### src/rtl/add_chk_pred.sv
// Next-address predictor: remembers the previous sample and advance strobe,
// and presents the expected address plus a flag for the all-ones -> zero wrap.
module add_chk_pred #(
  parameter int AW = 12
) (
  input  logic          clock,
  input  logic          reset,
  input  logic          load_i,
  input  logic [AW-1:0] addr_i,
  input  logic          adv_n_i,
  output logic [AW-1:0] exp_o,
  output logic          wrap_o
);

  logic [AW-1:0] prev_addr_q;
  logic          prev_adv_n_q;

  always_ff @(posedge clock) begin
    if (reset) begin
      prev_addr_q  <= '0;
      prev_adv_n_q <= 1'b1;
    end else if (load_i) begin
      prev_addr_q  <= addr_i;
      prev_adv_n_q <= adv_n_i;
    end
  end

  // Modulo-2^AW add makes the terminal-count wrap a legal prediction.
  assign exp_o  = prev_addr_q + {{(AW-1){1'b0}}, ~prev_adv_n_q};
  assign wrap_o = (&prev_addr_q) & ~prev_adv_n_q;

endmodule

### config.mk
export PLATFORM = sky130hd
export DESIGN_NAME = add_chk_pred
export DESIGN_NICKNAME = d
export VERILOG_FILES = /design/src/rtl/add_chk_pred.sv
export SDC_FILE = /design/constraint.sdc
export NUM_CORES = 1
export LEC_CHECK = 0
export BUFFER_PORTS_ARGS = -buffer_cell sky130_fd_sc_hd__buf_2
export CAP_MARGIN = 20
export CORE_UTILIZATION = 48
export CTS_BUF_LIST = sky130_fd_sc_hd__clkbuf_4 sky130_fd_sc_hd__clkbuf_8
export DETAILED_ROUTE_END_ITERATION = 8
export PLACE_DENSITY = 0.82
export SLEW_MARGIN = 15
export SYNTH_ARGS = -nofsm -noshare
export SYNTH_HDL_FRONTEND = slang
export SYNTH_SLANG_ARGS = --single-unit
export TNS_END_PERCENT = 100
### constraint.sdc
create_clock -name clock -period 1.74 [get_ports clock]
set_input_delay 0.348 -clock clock [delete_from_list [all_inputs] [get_ports clock]]
set_output_delay 0.348 -clock clock [all_outputs]
set_load 0.05 [all_outputs]
==> results of run 1 <==
==> through the flow <==
stage / hold slack [ps] / setup TNS [ps] / cells / utilization
after floorplan: 420 / -612 / 78 / -
after global placement: 517 / -132 / 135 / 0.826
after detailed placement: 550 / -398 / 135 / 0.826
==> kinds of logic after synthesis <==
family | after synthesis | share of synthesized area
compound gates | 1 | 0.0107
xor+xnor | 10 | 0.125
fa+ha+maj | 3 | 0.0535
buf+inv | 6 | 0.0356
flops | 13 | 0.371
mux | 12 | 0.171
simple gates | 33 | 0.234
==> cells in the mapped netlist (all sizes together) <==
| cell | n | share of area |
|---|---|---|
| dfxtp | 13 | 0.37 |
| buf | 2 | 0.014 |
| xor2 | 7 | 0.087 |
| nor3 | 3 | 0.021 |
| ha | 3 | 0.053 |
| nand2 | 5 | 0.027 |
| nor4 | 2 | 0.027 |
| o211ai | 1 | 0.011 |
| nor2 | 15 | 0.080 |
| mux2i | 12 | 0.17 |
| xnor2 | 3 | 0.037 |
| nand3 | 5 | 0.043 |
| nand4 | 3 | 0.036 |
| inv | 3 | 0.016 |
| clkbuf | 1 | 0.0053 |
==> impl_metrics.yaml, run 1 <==
floorplan:
  rows: 13
  num_io_pins: 29
  fp.dieH_um: 40.2
  initial_core_util: 0.526
  die_w_um: 40.2
clock_network:
  postCtsSetupBuffers: 3
  cts_made_buffers: 3
  clk_path_buf_depth: 2
  cts_max_level: 1
  cts.sinks: 13
  cts.repair.resized: 51
  root_buffer: "clkbuf_4"
  holdBufCountCts: 0
synthesis:
  synth_area_um2: 702
  ys_ff_latch: 13
  synth_area_per_cell_um2: 9.00
  synthCells: 78
  syn_nets: 97
  ys_seq_area_frac: 0.371
  synth_warnings: 0
  yosysUniqueCellTypes: 18
placement:
  post-place-ws_ps: -111
  dp_hpwl_mm: 1.47
  portBuffers: 28
  place_congestion: 0.784
  post_dp_cell_area_um2: 1100
run_status:
  stop_stage: "4_1_cts"
  status: "aborted with a tool error"
  stop_error: "[ERROR DPL-0033] detailed placement checks failed during check placement."
==> inputs of run 2 (changes only) <==
CORE_AREA = 2 2 63 65   (was unset)
CORE_UTILIZATION = unset   (was 48)
CTS_BUF_LIST = unset   (was sky130_fd_sc_hd__clkbuf_4 sky130_fd_sc_hd__clkbuf_8)
DIE_AREA = 0 0 65 67   (was unset)
PLACE_DENSITY = unset   (was 0.82)
PLACE_DENSITY_LB_ADDON = 0.15   (was unset)
==> run 2 against run 1 <==
The flow now finishes, with violations (negative setup slack). Synthesized cell count is the same. Area after synthesis is the same.
==> impl_metrics.yaml, run 2 <==
run_status:
  status: "finished, violations left"
  violations: "negative setup slack"
synthesis:
  synth_area_per_cell_um2: 9.00
  yosysMostFrequentCell: "nor2_1"
  ys_seq_area_frac: 0.371
  yosys.area.top_type: "dfxtp_1"
  synth_top_area_frac: 0.371
  synth_ff_type: "dfxtp_1"
  ys_ff_latch: 13
  synthTopCellsByCount: "15 x nor2_1, 13 x dfxtp_1, 12 x mux2i_1"
  async_flop_share: 0
  yosysUniqueCellTypes: 18
  synth_warnings: 0
  synth_area_um2: 702
  synth-edff-count: 0
  synth.area.top_cells: "dfxtp_1 37%, mux2i_1 17%, xor2_1 8.7%"
  synthCells: 78
  syn_nets: 97
floorplan:
  initial_core_util: 0.195
  rows: 22
  num_io_pins: 29
  coreArea_um2: 3610
  dieArea_um2: 4360
  fp.dieH_um: 67
  die_w_um: 65
grt:
  grt_use_met3: 0.0169
  grt_busiest_layer: "met2"
  grtUsageMet2: 0.152
  gr-usage-met1: 0.114
  grt_pass1_vias: 705
  grt_overflow: 0
  grt_use_total: 0.0944
  grt_pass1_wl_mm: 3.07
  grt_start_max_net_pins: 15
  grt_antenna_before_repair: 0
critical_path:
  reg2regPathDepth: 5
  r2r-end: "prev_adv_n_q"
  required_ps: 1390
  cp.arrival_ps: 1550
  path_max_fanout: 2
  worstSetupPathType: "flop to primary output"
  reg2reg_from: "prev_adv_n_q"
  cp-start-kind: "flop"
  endpoint_kind: "primary output"
  r2r_slack_ps: 750
placement:
  post-place-ws_ps: -126
  place_congestion: 0.741
  portBuffers: 28
  dp_hpwl_mm: 1.52
clock_network:
  root_buffer: "clkbuf_8"
  clk_path_buf_depth: 2
  holdBufCountCts: 0
  cts_made_buffers: 3
  cts_max_level: 1
  cts_tree: "done"
  cts.sinks: 13
  clock_latency_ps: 240
  path_clk_slew_ps: 50
detailed_routing:
  wl_per_cell_um: 10.7
  drt_first_iter_violations: 12
  antenna_left: 0
  wl_mm: 1.92
  drc_errors: 0
  viasPerCell: 3.99
  via_count: 719
  drt_first_pass_iters: 3
timing:
  finClkSkew_ps: 0
  slew_headroom: 0.741
  rsz0062_at_grt: "true"
  drv_slew: 0
  worst_slew_pin_slew_ps: 388
  setup_ws_ps: -156
  setup_viol: 10
  whs_ps: 323
  timing.fmax_mhz: 528
  period_share: 1.09
  finalCriticalPeriod_ps: 1900
  hold_viol_final: 0
final_layout:
  largestRegisters: "prev_addr_q (12), prev_adv_n_q (1)"
  num_antenna_cells: 0
  layout_common_cells: "25 x buf_4, 17 x buf_2, 12 x mux2i_1, 12 x nor2_1, 11 x buf_6"
  syn2layout_area_growth_pct: 105
  nets: 152
  multi_input_area_um2: 647
  utilization: 0.399
  largest_register_ffs: 12
  final_common_cell: "buf_4"
  drive_gt1_frac: 0.705
  ff_latch_area_um2: 278
  n_fill_cell: 357
  regMostFlops: "prev_addr_q"
power_and_ir_drop:
  p_total_uw: 847
  power.density_nw_per_um2: 588
  p_leak_nw: 0.682
  ir_worst_vdd_mv: 0.229
flow_run:
  maxCapViolCount: 0
worst_hold_path:
  whs_path_depth: 3
  worst_hold_startpoint: "adv_n_i"
  min_to: "prev_adv_n_q"
  hp-class: "input pin to flop"
-- run 2: cell counts after synthesis --
No cell type changed its count.
-- run 2: critical path, stage by stage, from the launching register on --
cell     delay (ps)
dfxtp_2         320
inv_4            60
buf_4           120
ha_4            140
nand3_4          90
nor4_4          250
xor2_4          170
buf_6           170
-- run 2: worst max-delay path by stage --
stage	from	end	slack [ps]	depth (start not counted)
2_1_floorplan	prev_addr_q[9]	wrap_o	-170	2
3_3_place_gp	prev_adv_n_q	exp_o[10]	-90	8
3_5_place_dp	prev_adv_n_q	exp_o[10]	-130	8
4_1_cts	prev_adv_n_q	exp_o[10]	-200	8
5_1_grt	prev_adv_n_q	exp_o[10]	-240	8
6_report	prev_adv_n_q	exp_o[11]	-160	7
-- run 2: timing repair --
action / CTS / global route
buffers inserted: 3 / 4
pin swaps: 12 / 8
gates resized for setup: 48 / 6
hold endpoints to repair: 0 / 0
setup endpoints to repair: 10 / 11
-- run 2: cell families (layout without fill, tap and decap cells) --
| kind of cell | after synthesis | after routing | synth area share |
|---|---|---|---|
| simple gates | 33 | 33 | 0.234 |
| flops | 13 | 13 | 0.371 |
| mux | 12 | 12 | 0.171 |
| xor+xnor | 10 | 10 | 0.125 |
| buf+inv | 6 | 60 | 0.0356 |
| fa+ha+maj | 3 | 3 | 0.0535 |
| compound gates | 1 | 1 | 0.0107 |
-- run 2: power by group --
group / total (mW) / leakage (nW) / switching (mW) / internal [mW]
clock: 0.264 / 0.0228 / 0.102 / 0.161
combinational: 0.246 / 0.548 / 0.138 / 0.108
sequential: 0.338 / 0.111 / 0.0200 / 0.318
-- run 2: layout make-up --
cell class,instances,area share
Clock buffer,4,0.0313
Tap cell,48,0.0417
Multi-Input combinational cell,59,0.449
Timing Repair Buffer,53,0.275
Sequential cell,13,0.193
Inverter,3,0.00956
-- run 2: stage by stage --
step | TNS (ps) | std cells | cell area [um^2]
finish | -1120 | 180 | 1440
floorplan | -612 | 78 | 830
global route | -1950 | 180 | 1440
global placement | -230 | 170 | 1160
CTS | -1290 | 177 | 1390
detailed placement | -373 | 170 | 1160
-- run 2: routing by layer --
layer / wire length [um] / up-vias
li1: - / 366
met1: 822 / 337
met2: 1010 / 14
met3: 60 / 2
met4: 27 / 0
met5: 0 / -
No activity file was read; power rests on OpenSTA's default activity.
==> inputs of run 3 (changes only) <==
CELL_PAD_IN_SITES_DETAIL_PLACEMENT = 2   (was unset)
CELL_PAD_IN_SITES_GLOBAL_PLACEMENT = 2   (was unset)
PLACE_DENSITY = 0.68   (was unset)
PLACE_DENSITY_LB_ADDON = unset   (was 0.15)
clock period = 1.7 ns   (was 1.74 ns; I/O delays follow)
==> run 3 against run 2 <==
The flow still finishes with violations (negative setup slack). Worst setup slack worse by 130 ps. Critical path depth is 1 higher. Wire length is 56% higher. Sequential share of layout area is 0.61 points higher. Sequential power is 4% higher. Total power is 4.4% higher. First-iteration DRC count is 17% lower.
==> impl_metrics.yaml, run 3 (synthesis results as in run 2) <==
detailed_routing:
  viasPerCell: 4.28
  drc_errors: 0
  via_count: 753
  wl_per_cell_um: 17.0
  drt_first_pass_iters: 4
  wl_mm: 2.98
  drt_first_iter_violations: 10
  antenna_left: 0
critical_path:
  crit_path_frequent_cell: "ha_4"
  worstSetupPathType: "flop to primary output"
  endpoint_kind: "primary output"
  path_cells: "inv_4, ha_4, ha_4, buf_4, nand2_4, nor3_4, xor2_2, buf_6"
  r2r_slack_ps: 750
  required_ps: 1360
  r2r-end: "prev_addr_q[2]"
  cp_top_family: "buffers and inverters"
  reg2regPathDepth: 3
  cp_num_buf_inv: 3
  cp.arrival_ps: 1650
  max_stage_delay_ps: 330
  cp-start-kind: "flop"
  path_max_fanout: 4
  reg2reg_from: "prev_addr_q[2]"
  cpMaxStageDelayCell: "dfxtp_2"
clock_network:
  clock_latency_ps: 240
  holdBufCountCts: 0
  cts_made_buffers: 3
  path_clk_slew_ps: 70
  cts_tree: "done"
  clk_path_buf_depth: 2
  root_buffer: "clkbuf_8"
  cts.sinks: 13
  cts_max_level: 1
grt:
  grt_antenna_before_repair: 0
  grt_start_max_net_pins: 15
  grt_pass1_wl_mm: 4.17
  grt_use_total: 0.135
  grt_pass1_vias: 854
  grt_overflow: 0
placement:
  dp_hpwl_mm: 1.81
  place_inst: 168
  place_congestion: 0.726
  portBuffers: 28
  post-place-ws_ps: -195
floorplan:
  dieArea_um2: 4360
  fp.dieH_um: 67
  num_io_pins: 29
  rows: 22
  coreArea_um2: 3610
  die_w_um: 65
  initial_core_util: 0.195
timing:
  worst_slew_pin_slew_ps: 426
  rsz0062_at_grt: "true"
  slew_headroom: 0.716
  period_share: 1.17
  hold_viol_final: 0
  setup_viol: 11
  timing.fmax_mhz: 503
  drv_slew: 0
  finalCriticalPeriod_ps: 1990
  finClkSkew_ps: 0
  setup_ws_ps: -287
power_and_ir_drop:
  ir_worst_vdd_mv: 0.186
  p_leak_nw: 0.674
  power.density_nw_per_um2: 631
  p_total_uw: 885
final_layout:
  final_cells: 176
  nets: 148
  largestRegisters: "prev_addr_q (12), prev_adv_n_q (1)"
  final_common_cell: "buf_4"
  utilization: 0.389
  drive_gt1_frac: 0.688
  ff_latch_area_um2: 279
  n_fill_cell: 404
  multi_input_area_um2: 627
  largest_register_ffs: 12
  layout_common_cells: "18 x buf_4, 17 x buf_2, 14 x buf_6, 12 x mux2i_1, 12 x nor2_1"
  regMostFlops: "prev_addr_q"
  num_antenna_cells: 0
  syn2layout_area_growth_pct: 99.8
run_status:
  status: "finished, violations left"
  violations: "negative setup slack"
worst_hold_path:
  whs_path_depth: 3
  hp-class: "input pin to flop"
  min_to: "prev_adv_n_q"
  worst_hold_startpoint: "adv_n_i"
flow_run:
  maxCapViolCount: 0
==> run 3: how the worst max path moves through the flow <==
stage,startpoint,endpoint,slack (ps),depth (start not counted)
floorplan,prev_adv_n_q,exp_o[10],-200,6
global placement,prev_adv_n_q,exp_o[10],-130,8
detailed placement,prev_adv_n_q,exp_o[10],-190,8
CTS,prev_adv_n_q,exp_o[10],-250,8
global route,prev_adv_n_q,exp_o[10],-370,8
finish,prev_adv_n_q,exp_o[8],-290,8
==> run 3: tightest hold or removal path, stage by stage <==
cell and delay (ps):
buf_2 80, nand2_1 40, o211ai_1 70
==> run 3: metal layers <==
metal  vias up  wire length [um]  global-route usage
li1        358                 -                   -
met1       374              1080               0.137
met2        19              1800               0.260
met3         2                68              0.0169
met4         0                34              0.0798
met5         -                 0                   0
==> run 3: cell type report <==
| type | instances | share of cell area |
|---|---|---|
| inverters | 3 | 0.00981 |
| multi-input cells | 59 | 0.447 |
| flip-flops and latches | 13 | 0.199 |
| clock buffers | 4 | 0.0321 |
| repair buffers | 49 | 0.269 |
| well taps | 48 | 0.0428 |
==> run 3: repair_timing <==
item,in CTS,in global routing
endpoints found under the hold margin,0,0
resized for setup,43,20
setup buffers,1,3
setup endpoints to repair,11,11
pin swaps,2,10
==> run 3: report_power, final <==
part | switching [mW] | total, mW | internal [mW]
Clock | 0.126 | 0.292 | 0.166
Sequential | 0.0282 | 0.352 | 0.324
Combinational | 0.142 | 0.240 | 0.0987
==> run 3: metrics by stage <==
stage / hold slack (ps) / area [um^2] / setup TNS [ps]
floorplan: 412 / 781 / -1060
finish: 312 / 1400 / -1870
detailed placement: 526 / 1090 / -771
CTS: 321 / 1290 / -1780
global route: 341 / 1400 / -2620
global placement: 517 / 1090 / -302
